===== config.mk =====
export PLATFORM = sky130hd
export DESIGN_NAME = ifmap_stream_tx
export DESIGN_NICKNAME = d
export VERILOG_FILES = /design/src/rtl/ifmap_stream_tx.sv
export SDC_FILE = /design/constraint.sdc
export NUM_CORES = 1
export LEC_CHECK = 0
export BUFFER_PORTS_ARGS = -buffer_cell sky130_fd_sc_hd__buf_2
export CAP_MARGIN = 20
export CORE_MARGIN = 2
export CORE_UTILIZATION = 45
export CTS_BUF_LIST = sky130_fd_sc_hd__clkbuf_16
export DETAILED_ROUTE_END_ITERATION = 8
export GPL_ROUTABILITY_DRIVEN = 0
export MAX_ROUTING_LAYER = met4
export PLACE_DENSITY_LB_ADDON = 0.05
export SYNTH_ARGS = -nofsm -noshare
export SYNTH_HDL_FRONTEND = slang
export SYNTH_SLANG_ARGS = --single-unit

===== constraint.sdc =====
create_clock -name clk -period 2.4 [get_ports clk]
set_input_delay 0.12 -clock clk [delete_from_list [all_inputs] [get_ports clk]]
set_output_delay 0.12 -clock clk [all_outputs]
set_load 0.01 [all_outputs]

===== src/rtl/ifmap_stream_tx.sv =====
// Reads a rectangular ifmap region from single-port memory and pushes PAR_WRITE-pixel
// words, each lane tagged with start/end-of-row flags, into the PE ifmap FIFO.
module ifmap_stream_tx #(
    parameter int DATA_WIDTH = 8,
    parameter int PAR_WRITE  = 2,
    parameter int ADDR_WIDTH = 8,
    parameter int LEN_WIDTH  = 8
) (
    input  logic                                  clk,
    input  logic                                  rst_n,
    input  logic                                  start,
    input  logic [ADDR_WIDTH-1:0]                 base_addr,
    input  logic [LEN_WIDTH-1:0]                  row_words,
    input  logic [LEN_WIDTH-1:0]                  num_rows,
    output logic                                  mem_rd_en,
    output logic [ADDR_WIDTH-1:0]                 mem_addr,
    input  logic [DATA_WIDTH-1:0]                 mem_rdata,
    input  logic                                  ready_in,
    output logic                                  w_en,
    output logic [PAR_WRITE*(DATA_WIDTH+2)-1:0]   data_out,
    output logic                                  busy,
    output logic                                  done
);
    localparam int LANE_W = DATA_WIDTH + 2;
    localparam int IDX_W  = (PAR_WRITE > 1) ? $clog2(PAR_WRITE) : 1;
    localparam logic [IDX_W-1:0] LAST_IDX = IDX_W'(PAR_WRITE - 1);

    typedef enum logic [2:0] {IDLE, FETCH, WAIT, SEND, DONE} state_t;
    state_t state_q, state_d;

    logic [ADDR_WIDTH-1:0] ptr_q, ptr_d, addr_q, addr_d;
    logic [LEN_WIDTH-1:0]  row_words_q, row_words_d, num_rows_q, num_rows_d;
    logic [LEN_WIDTH-1:0]  word_cnt_q, word_cnt_d, row_cnt_q, row_cnt_d;
    logic [IDX_W-1:0]      issue_q, issue_d, cap_idx_q, cap_idx_d;
    logic                  cap_vld_q, cap_vld_d;
    logic [DATA_WIDTH-1:0] lane_q [PAR_WRITE];
    logic [DATA_WIDTH-1:0] lane_d [PAR_WRITE];

    logic start_ok, xfer, last_word, last_row, last_issue;
    logic [PAR_WRITE*LANE_W-1:0] word;

    assign start_ok   = start && (row_words != '0) && (num_rows != '0);
    assign xfer       = (state_q == SEND) && ready_in;
    assign last_word  = (word_cnt_q == row_words_q - LEN_WIDTH'(1));
    assign last_row   = (row_cnt_q == num_rows_q - LEN_WIDTH'(1));
    assign last_issue = (issue_q == LAST_IDX);

    // Each lane captures read data one cycle after its address was issued.
    generate
        for (genvar gi = 0; gi < PAR_WRITE; gi++) begin : g_lane
            assign lane_d[gi] = (cap_vld_q && (cap_idx_q == IDX_W'(gi))) ? mem_rdata : lane_q[gi];

            always_ff @(posedge clk or negedge rst_n) begin
                if (!rst_n) lane_q[gi] <= '0;
                else        lane_q[gi] <= lane_d[gi];
            end

            assign word[gi*LANE_W +: LANE_W] = {
                (gi == 0) ? (word_cnt_q == '0) : 1'b0,
                (gi == PAR_WRITE - 1) ? last_word : 1'b0,
                lane_q[gi]
            };
        end
    endgenerate

    always_ff @(posedge clk or negedge rst_n) begin
        if (!rst_n) begin
            state_q <= IDLE;
        end else begin
            state_q <= state_d;
        end
    end

    always_comb begin
        state_d = state_q;
        case (state_q)
            IDLE:    if (start) state_d = start_ok ? FETCH : DONE;
            FETCH:   if (last_issue) state_d = WAIT;
            WAIT:    state_d = SEND;
            SEND:    if (xfer) state_d = (last_word && last_row) ? DONE : FETCH;
            DONE:    state_d = IDLE;
            default: state_d = IDLE;
        endcase
    end

    always_comb begin
        ptr_d       = ptr_q;
        addr_d      = addr_q;
        row_words_d = row_words_q;
        num_rows_d  = num_rows_q;
        word_cnt_d  = word_cnt_q;
        row_cnt_d   = row_cnt_q;
        issue_d     = issue_q;
        cap_vld_d   = (state_q == FETCH);
        cap_idx_d   = issue_q;
        if (state_q == IDLE && start_ok) begin
            ptr_d       = base_addr;
            row_words_d = row_words;
            num_rows_d  = num_rows;
            word_cnt_d  = '0;
            row_cnt_d   = '0;
            issue_d     = '0;
        end
        if (state_q == FETCH) begin
            ptr_d   = ptr_q + ADDR_WIDTH'(1);
            addr_d  = ptr_q;
            issue_d = last_issue ? '0 : issue_q + IDX_W'(1);
        end
        if (xfer) begin
            if (last_word) begin
                word_cnt_d = '0;
                row_cnt_d  = row_cnt_q + LEN_WIDTH'(1);
            end else begin
                word_cnt_d = word_cnt_q + LEN_WIDTH'(1);
            end
        end
    end

    always_ff @(posedge clk or negedge rst_n) begin
        if (!rst_n) begin
            ptr_q       <= '0;
            addr_q      <= '0;
            row_words_q <= '0;
            num_rows_q  <= '0;
            word_cnt_q  <= '0;
            row_cnt_q   <= '0;
            issue_q     <= '0;
            cap_idx_q   <= '0;
            cap_vld_q   <= 1'b0;
        end else begin
            ptr_q       <= ptr_d;
            addr_q      <= addr_d;
            row_words_q <= row_words_d;
            num_rows_q  <= num_rows_d;
            word_cnt_q  <= word_cnt_d;
            row_cnt_q   <= row_cnt_d;
            issue_q     <= issue_d;
            cap_idx_q   <= cap_idx_d;
            cap_vld_q   <= cap_vld_d;
        end
    end

    // mem_addr keeps the last issued address whenever no read is in flight.
    always_comb begin
        mem_rd_en = (state_q == FETCH);
        mem_addr  = (state_q == FETCH) ? ptr_q : addr_q;
        w_en      = xfer;
        data_out  = (state_q == SEND) ? word : '0;
        busy      = (state_q != IDLE);
        done      = (state_q == DONE);
    end
endmodule


==> impl_metrics.ini <==
[status]
status = complete, but fails checks
violations = negative setup slack

[placed_design]
dp_slack_ns = -0.2374
port_buffers = 65
placed_cells = 596
dp_hpwl_mm = 6.630

[die]
ios = 68
core_sq_mm = 0.008258
start_util = 0.4656
die_h_microns = 96.44
die_w_microns = 96.44
num_rows = 33
die_area_sq_mm = 0.009300

[clock_tree]
cts-buffers-inserted = 9
clock_sinks = 70
h-tree-depth = 3
cts_root_buffer = clkbuf_16
clkLatencyLatePin_ns = 0.33
tritoncts = yes
cts_max_path_buffers = 2
clk_pin_slew_ns = 0.06

[worst_setup_path]
path_buf_inv = 3
worst-r2r-cell-count = 11
slowest_delay_ns = 0.53
required_ns = 2.28
cp_max_fo = 4
crit_type = reg -> out
r2r-end = row_cnt_q[0]$_DFF_PN0_
cp.arrival_ns = 2.37
crit_path_start = row_words_q[1]$_DFFE_PN0P_
cpMaxStageDelayCell = or4_4
cp.depth = 9
crit_family = simple AND/OR/NAND/NOR gates
r2r_setup_slack_ns = -0.05
crit_path_start_kind = register
rr_startpoint = row_words_q[1]$_DFFE_PN0P_
path_cells = inv_2, ha_4, nor3b_4, a21oi_1, nand4b_1, or4_4, buf_6, nor3_4, buf_2
cp-end-kind = primary output

[flow_run]
max_cap_violations = 0

[detailed_routing]
ant_nets = 0
route.vias.total = 3305
drcViolationCount = 0
first_pass_iters = 4
finalWirelength_mm = 9.277
wl_met2_mm = 4.447
met3_length_microns = 386
wl_met1_mm = 4.306
drt-initial-drc-count = 157
top_layer_used = met4
viasPerCell = 5.296
wire_per_inst_microns = 14.87

[timing]
worst_slack_ns = -0.08810
final-max-slew-violation-count = 0
tightest_slew_ns = 0.6342
fin_skew_ns = 0.004573
finalHoldViolCount = 0
setup_tns_ns = -0.3062
max_clock_freq_mhz = 401.9
min_period_over_period = 1.037
max_slew_margin = 0.5756
rsz0062_at_grt = yes
setup_viol = 9
layout_min_cycle_time_ns = 2.488

[pwr]
ir_worst_vdd_mv = 0.5562
leakage_nw = 2.364
p_per_area_mw_per_mm2 = 1307
p_total_mw = 6.497

[worst_hold_path]
min-delay-start = num_rows[5]
min_path_type = in -> reg
min_to = num_rows_q[5]$_DFFE_PN0P_
holdPathStages = 3

[synthesis]
async_reset_ff_frac = 1.000
synth_area_leaders = dfrtp_1 46%, nand2_1 9.1%, mux2_2 5.0%
synth_cell_types = 57
syn_area_per_cell_sq_um = 9.090
synth_area_sq_mm = 0.003845
yosysWarningCount = 0
synth_edf_count = 0
synth_flop_cell = dfrtp_1
synthCells = 423
synth_top_cell_area_share = 0.4556
ys_seq_elements = 70
synth_top_area_cell = dfrtp_1
yosysSeqAreaShare = 0.4556

[final_layout]
diodes = 0
drive_gt1_frac = 0.3064
nFillCells = 745
fin_cells = 624
final_util = 0.6021
syn_to_final_growth_pct = 29.32
fin_nets = 556

[global_route]
track_usage = 0.2148
first_global_vias = 3088
grt_first_pass_wirelength_mm = 14.87
grt-ovfl-total = 0
grt_max_degree = 26
grt_antenna_before_repair = 0
-- worst reg2reg max path: stages, from the launching register on --
cell and delay, ns:
dfrtp_1 0.40, inv_2 0.09, ha_4 0.15, nor3b_4 0.19, a21oi_1 0.09, nand4b_1 0.17
or4_4 0.53, buf_6 0.15, buf_4 0.14, buf_4 0.13, or2_1 0.22, o21ai_1 0.12
-- power breakdown --
group          switching (mW)  total, mW  leakage [nW]  internal, mW
Sequential              0.364       2.02         0.858          1.65
Combinational            1.59       3.00          1.35          1.42
Clock                   0.548       1.47         0.159         0.926
-- cell usage in the layout (no fill, tap or decap), drive strengths merged, types with 3 or more instances in the layout --
master	instances
or4	5
mux2i	8
o31ai	4
o211ai	3
nor2	17
nor4	8
xor2	9
a41oi	3
dfrtp	70
nor3b	3
a211oi	3
dlygate4sd3	5
nor3	6
clkbuf	10
and3	5
nand2	93
buf	100
and2	18
o22ai	4
a31oi	5
mux2	17
o21ai	14
nand4	5
a22o	3
a21oi	13
inv	19
ha	6
nand3	19
xnor2	11
or2	3
-- layer usage --
metal / up-vias / track usage
met5: - / -
met4: 0 / 0.07629
met3: 14 / 0.03646
met2: 72 / 0.3293
met1: 1562 / 0.2901
li1: 1657 / -
-- state kept, by name, indices dropped and copies added, names as in the netlist --
register / count
addr_q: 8
cap_idx_q: 1
cap_idx_d: 1
num_rows_q: 8
row_cnt_q: 8
state_q: 3
cap_vld_q: 1
lane_q: 16
word_cnt_q: 8
row_words_q: 8
ptr_q: 8
-- logic make-up (layout without fill, tap and decap cells) --
family / count (synthesis) / in the layout / share of synthesized area
and+or+nand+nor: 194 / 194 / 0.2506
adders and majority gates: 6 / 6 / 0.01952
muxes: 25 / 25 / 0.07061
xor gates and xnor gates: 20 / 20 / 0.04556
buffers and inverters: 44 / 139 / 0.04783
other: 1 / 2 / 0.0009753
AOI/OAI and AO/OA: 63 / 63 / 0.1093
DFF: 70 / 70 / 0.4556
-- synth_stat cells, types with 3 or more instances --
| cell type | count |
|---|---|
| o21ai_0 | 14 |
| a31oi_1 | 5 |
| nor4_1 | 6 |
| or4_1 | 5 |
| nor2_1 | 17 |
| o211ai_1 | 3 |
| and3_1 | 5 |
| nand2_1 | 93 |
| and2_1 | 18 |
| inv_1 | 17 |
| dfrtp_1 | 70 |
| xor2_1 | 9 |
| clkbuf_1 | 21 |
| ha_1 | 6 |
| o31ai_1 | 4 |
| nand3_1 | 19 |
| a22o_1 | 3 |
| a41oi_1 | 3 |
| nor3b_1 | 3 |
| xnor2_1 | 11 |
| a211oi_1 | 3 |
| nor3_1 | 5 |
| mux2i_1 | 8 |
| a21oi_1 | 13 |
| o22ai_1 | 4 |
| nand4_1 | 5 |
| mux2_2 | 17 |
-- layout make-up --
type                            instances  area, sq um  share of cell area
Timing Repair Buffer                  106        681.9              0.1371
Multi-Input combinational cell        310         2008              0.4039
Tap cell                              105        131.4             0.02642
Clock buffer                            9        225.2             0.04529
Sequential cell                        70         1753              0.3525
Clock inverter                          7        105.1             0.02114
Inverter                               17        67.56             0.01359
-- worst max path at each step --
stage	end	slack (ns)
floorplan	row_cnt_q[3]$_DFF_PN0_	-0.003
global placement	data_out[18]	-0.18
detailed placement	data_out[18]	-0.24
CTS	data_out[18]	-0.14
global route	data_out[18]	-0.16
finish	data_out[18]	-0.09
-- per-stage QoR --
stage | instance area, sq um | hold slack, ns
after floorplan | 3855 | -0.1756
final | 4972 | 0.001370
after detailed placement | 4403 | 0.1463
after CTS | 4876 | 0.001791
after global routing | 4972 | 0.01188
after global placement | 4403 | 0.1400
-- repair_timing --
item | CTS | global route
setup endpoints to repair | 19 | 16
cloned | 0 | 1
hold endpoints to repair | 27 | 0
hold buffers | 5 | 0
pin swaps | 3 | 9
resized for setup | 16 | 16
buffers inserted | 5 | 2
No activity file was read; power rests on OpenSTA's default activity.
